$ cat config.mk
export PLATFORM = sky130hd
export DESIGN_NAME = btn_event_gen
export DESIGN_NICKNAME = d
export VERILOG_FILES = /design/src/rtl/btn_event_gen.sv
export SDC_FILE = /design/constraint.sdc
export NUM_CORES = 1
export LEC_CHECK = 0
export BUFFER_PORTS_ARGS = -buffer_cell sky130_fd_sc_hd__buf_4
export CAP_MARGIN = 0
export CORE_MARGIN = 2
export CORE_UTILIZATION = 41
export CTS_BUF_LIST = sky130_fd_sc_hd__clkbuf_16
export DETAILED_ROUTE_END_ITERATION = 8
export SYNTH_ARGS = -nofsm -noshare
export SYNTH_HDL_FRONTEND = slang
export SYNTH_SLANG_ARGS = --single-unit
$ cat constraint.sdc
create_clock -name clk -period 6.7 [get_ports clk]
set_input_delay 0 -clock clk [delete_from_list [all_inputs] [get_ports clk]]
set_output_delay 0 -clock clk [all_outputs]
set_load 0.02 [all_outputs]
$ cat src/rtl/btn_event_gen.sv
// Push-button front end: per-channel 2-flop synchroniser, debounce, and press/release
// pulse generation with optional typematic auto-repeat.
module btn_event_gen #(
  parameter int unsigned N_BTN        = 4,
  parameter int unsigned DB_CYCLES    = 1_000_000,
  parameter int unsigned REPEAT_DELAY = 25_000_000,
  parameter int unsigned REPEAT_RATE  = 5_000_000
) (
  input  logic             clk,
  input  logic             reset,
  input  logic [N_BTN-1:0] btn,
  input  logic [N_BTN-1:0] rpt_en,
  output logic [N_BTN-1:0] btn_level,
  output logic [N_BTN-1:0] btn_press,
  output logic [N_BTN-1:0] btn_release
);

  localparam int unsigned DW      = $clog2(DB_CYCLES + 1);
  localparam int unsigned RPT_MAX = (REPEAT_DELAY > REPEAT_RATE) ? REPEAT_DELAY : REPEAT_RATE;
  localparam int unsigned RW      = $clog2(RPT_MAX + 1);

  typedef enum logic [1:0] {
    S_IDLE,
    S_DELAY,
    S_REPEAT,
    S_HOLD
  } rpt_state_e;

  for (genvar i = 0; i < N_BTN; i++) begin : g_ch
    logic          sync1_q, sync1_d;
    logic          sync2_q, sync2_d;
    logic          level_q, level_d;
    logic          press_q, press_d;
    logic          release_q, release_d;
    logic [DW-1:0] db_cnt_q, db_cnt_d;
    logic [RW-1:0] rpt_cnt_q, rpt_cnt_d;
    rpt_state_e    state_q, state_d;
    logic          rise, fall;

    // Synchroniser and debounce; the level only moves after DB_CYCLES consecutive mismatches.
    always_comb begin
      sync1_d  = ~btn[i];
      sync2_d  = sync1_q;
      level_d  = level_q;
      db_cnt_d = '0;
      if (sync2_q != level_q) begin
        if (db_cnt_q == DW'(DB_CYCLES - 1)) begin
          level_d = ~level_q;
        end else begin
          db_cnt_d = db_cnt_q + DW'(1);
        end
      end
      rise = level_d & ~level_q;
      fall = ~level_d & level_q;
    end

    // Repeat FSM; a fall wins over any repeat expiring in the same cycle.
    always_comb begin
      state_d   = state_q;
      rpt_cnt_d = rpt_cnt_q;
      press_d   = 1'b0;
      release_d = fall;
      if (fall) begin
        state_d   = S_IDLE;
        rpt_cnt_d = '0;
      end else if (rise) begin
        press_d   = 1'b1;
        rpt_cnt_d = RW'(REPEAT_DELAY - 1);
        state_d   = S_DELAY;
      end else begin
        case (state_q)
          S_DELAY: begin
            if (rpt_cnt_q == '0) begin
              if (rpt_en[i]) begin
                press_d   = 1'b1;
                rpt_cnt_d = RW'(REPEAT_RATE - 1);
                state_d   = S_REPEAT;
              end else begin
                state_d = S_HOLD;
              end
            end else begin
              rpt_cnt_d = rpt_cnt_q - RW'(1);
            end
          end
          S_REPEAT: begin
            if (!rpt_en[i]) begin
              state_d = S_HOLD;
            end else if (rpt_cnt_q == '0) begin
              press_d   = 1'b1;
              rpt_cnt_d = RW'(REPEAT_RATE - 1);
            end else begin
              rpt_cnt_d = rpt_cnt_q - RW'(1);
            end
          end
          default: ;
        endcase
      end
    end

    always_ff @(posedge clk) begin
      if (!reset) begin
        sync1_q   <= 1'b0;
        sync2_q   <= 1'b0;
        level_q   <= 1'b0;
        press_q   <= 1'b0;
        release_q <= 1'b0;
        db_cnt_q  <= '0;
        rpt_cnt_q <= '0;
        state_q   <= S_IDLE;
      end else begin
        sync1_q   <= sync1_d;
        sync2_q   <= sync2_d;
        level_q   <= level_d;
        press_q   <= press_d;
        release_q <= release_d;
        db_cnt_q  <= db_cnt_d;
        rpt_cnt_q <= rpt_cnt_d;
        state_q   <= state_d;
      end
    end

    assign btn_level[i]   = level_q;
    assign btn_press[i]   = press_q;
    assign btn_release[i] = release_q;
  end

endmodule

==> run summary <==
Outcome -> completed
Design area -> 11700 sq um
Pleak -> 4.20 nW
Mux cell area share after synthesis -> 0.0231
Slew at the pin with the worst max-slew slack -> 1.28 ns
Reg2reg path depth -> 8
Number of flops mapped to enable cells by yosys -> 0
CTS root buf -> clkbuf_16
Syn Area/Cell -> 8.36 sq um
Yosys cell types -> 74
Area share of fa/ha/maj cells after synthesis -> 0.0239
Antenna viol nets, final -> 0
Hold EP -> g_ch[3].sync1_q$_SDFF_PN0_
Pin count of the biggest net entering global routing -> 21
FF-to-FF End -> g_ch[2].rpt_cnt_q[7]$_SDFFE_PP0P_
DRC Markers -> 0
Worst setup margin -> 3.69 ns
Fmax -> 332 MHz
Worst Skew -> 0.0164 ns
Pre-CTS setup slack -> 3.72 ns
Mapped Cells -> 1250
Worst hold path type -> in -> reg
First-pass GRT wire length -> 39.3 mm
CTS buffer count -> 25
Setup Fix Bufs, Post-CTS -> 0
Area of the multi-input gates -> 5870 sq um
Complex-gate fraction of the synthesized area -> 0.149
I/O pin count -> 22
Worst VDD drop -> 0.275 mV
Initial antenna violation count -> 0
Worst Path Max Fanout -> 13
Post-Synth Simple-Gate Area -> 0.291
R2R Setup Slk -> 3.69 ns
DRT iter0 DRCs -> 541
Count of final setup violators -> 0
H-tree depth -> 1
Yosys warns -> 0
Layout cells sized above 1 -> 0.0831
Seq cells post-synth -> 208
Arrival @ worst endpoint -> 3.41 ns
Resized cells post-CTS -> 0
Synth Cell Area -> 10500 sq um
RePlAce Congestion -> 0.819
Port buffer count -> 21
Critical R2R Launch -> g_ch[2].rpt_cnt_q[0]$_SDFFE_PP0P_
Setup_tns -> 0 ns
Top_reg_cell synth -> dfxtp_1
DR pass1 iterations -> 5
Largest family of logic cells by synthesized area -> simple AND/OR/NAND/NOR gates
Vias in the first global route -> 8155
Syn nets -> 1280
Post-DP HPWL -> 15.4 mm
Max Cap Viol -> 0
Critical path type -> reg -> reg
Core area -> 25100 sq um
Hold depth -> 3
Endpoints failing hold -> 0
Placed cell areas -> 10800 sq um
Post-CTS Hold Buffers -> 9
Critical Path End Type -> register
Die Area -> 26800 sq um
Starting Density -> 0.416
Die Ht -> 164 um
Clock Tree Buf Depth -> 3
DR vias -> 8862
Unrepaired setup endpoints after global routing -> no
Filler instances -> 2532
Min-Delay Startpoint -> btn[3]
Final Power -> 6.51 mW
Area Overhead vs Synth -> 11.6%
XOR/XNOR Fraction of Synth Area -> 0.0737
Minimum clock period -> 3.01 ns
Wire length per cell -> 14.1 um
WL final -> 22.7 mm
Relative slew slack -> 0.143
Vias per cell -> 5.52
Site row count -> 58
Sequential cell area fraction in the yosys report -> 0.398
GRT overflow -> 0
Power density over the cells -> 558 nW/um^2
Async S/R FF share, synth -> 0
Worst-path clk slew -> 0.06 ns
Storage cell area -> 4160 sq um
Setup crit start kind -> register
GRT Total Usage -> 0.172
# diodes -> 0
CTS tree -> done
Final Cycle Share -> 0.450
Chip width -> 164 um
TritonCTS Sinks -> 208
Clock latency on the worst-skew pair -> 0.52 ns
Layout Nets -> 1287
Worst Path Required -> 7.10 ns
Final Max Slew Viols -> 0
synthesized netlist by cell type, types with 12 or more instances:
cell | n | area (sq um)
o21a_1 | 20 | 150
nor4_1 | 37 | 231
nor2_1 | 185 | 694
and2_1 | 12 | 75.1
or3_1 | 25 | 156
buf_4 | 12 | 90.1
nor3_1 | 54 | 270
xnor2_1 | 46 | 403
and3_1 | 19 | 119
nand3_1 | 54 | 270
a31oi_1 | 23 | 144
dfxtp_1 | 208 | 4160
inv_1 | 39 | 146
nand4_1 | 31 | 194
o21ai_0 | 35 | 175
a21oi_1 | 66 | 330
nand2b_1 | 13 | 81.3
nand2_1 | 70 | 263
ha_1 | 20 | 250
or4_1 | 14 | 105
clkbuf_1 | 34 | 128
xor2_1 | 42 | 368
mux2i_1 | 14 | 140
layout by cell type, fill, tap and decap left out, drive strengths merged, types with 19 or more instances in the layout:
master	netlist	layout
or3	25	25
nor3	55	55
nand3	55	55
nor2	186	186
o21a	20	20
nor4	39	39
a21oi	66	66
nand2	70	70
a31oi	23	23
buf	20	26
xor2	42	42
and3	19	19
nand4	32	32
xnor2	46	46
o21ai	42	42
inv	39	46
dfxtp	208	208
ha	20	20
clkbuf	35	25
area by class of cell:
type	instances	share of cell area
timing repair buffer	35	0.0245
multi-input combinational	948	0.503
clock buffer	25	0.0536
clock inverter	21	0.0144
tap	330	0.0354
inverter	39	0.0125
sequential	208	0.357
per-stage QoR:
stage               instances   util  hold WS (ns)
finish                   1606  0.465         0.163
global route             1606  0.465         0.167
CTS                      1606  0.465         0.140
detailed placement       1551  0.429         0.156
global placement         1551  0.429         0.153
floorplan                1250      -        0.0667
state kept, by name (all words and copies together), names as in the netlist:
signal	flops
g_ch.rpt_cnt_q	100
g_ch.db_cnt_q	80
g_ch.state_q	8
g_ch.level_q	4
g_ch.press_q	4
g_ch.release_q	4
g_ch.sync1_q	4
g_ch.sync2_q	4
per-layer routing:
| metal | global-route usage | vias to the layer above | part of all wire |
|---|---|---|---|
| met5 | 0 | - | 0 |
| met4 | 0.0435 | 0 | 0.021 |
| met3 | 0.0239 | 30 | 0.040 |
| met2 | 0.278 | 155 | 0.44 |
| met1 | 0.243 | 4131 | 0.50 |
| li1 | - | 4546 | - |
where the power goes:
part | internal, mW | switching (mW) | total, mW
combinational | 1.31 | 2.14 | 3.45
clock | 0.789 | 0.516 | 1.30
sequential | 1.49 | 0.275 | 1.76
critical path, stage by stage (launching register included):
cell	delay, ns
dfxtp_1	0.34
inv_1	0.10
ha_1	0.15
or4b_2	0.61
nor4_1	0.32
nand3_1	0.46
or3b_2	0.63
nand2b_1	0.20
nor2_1	0.08
how the worst max path moves through the flow:
| stage | startpoint | end | slack (ns) | depth (start not counted) |
|---|---|---|---|---|
| after floorplan | g_ch[2].rpt_cnt_q[0]$_SDFFE_PP0P_ | g_ch[2].rpt_cnt_q[10]$_SDFFE_PP0P_ | 4.34 | 8 |
| after global placement | g_ch[2].rpt_cnt_q[0]$_SDFFE_PP0P_ | g_ch[2].rpt_cnt_q[15]$_SDFFE_PP0P_ | 3.85 | 8 |
| after detailed placement | g_ch[2].rpt_cnt_q[0]$_SDFFE_PP0P_ | g_ch[2].rpt_cnt_q[23]$_SDFFE_PP0P_ | 3.72 | 8 |
| after CTS | g_ch[2].rpt_cnt_q[0]$_SDFFE_PP0P_ | g_ch[2].rpt_cnt_q[7]$_SDFFE_PP0P_ | 3.71 | 8 |
| after global routing | g_ch[3].db_cnt_q[0]$_SDFF_PP0_ | g_ch[3].rpt_cnt_q[3]$_SDFFE_PP0P_ | 3.46 | 7 |
| final | g_ch[2].rpt_cnt_q[0]$_SDFFE_PP0P_ | g_ch[2].rpt_cnt_q[7]$_SDFFE_PP0P_ | 3.69 | 8 |
kinds of logic after synthesis:
| logic type | count (synthesis) |
|---|---|
| adders and majority gates | 20 |
| muxes | 23 |
| DFF | 208 |
| and+or+nand+nor | 580 |
| xor gates and xnor gates | 88 |
| AOI/OAI and AO/OA | 237 |
| buffers and inverters | 94 |
Power figures use the tool's default switching activity.
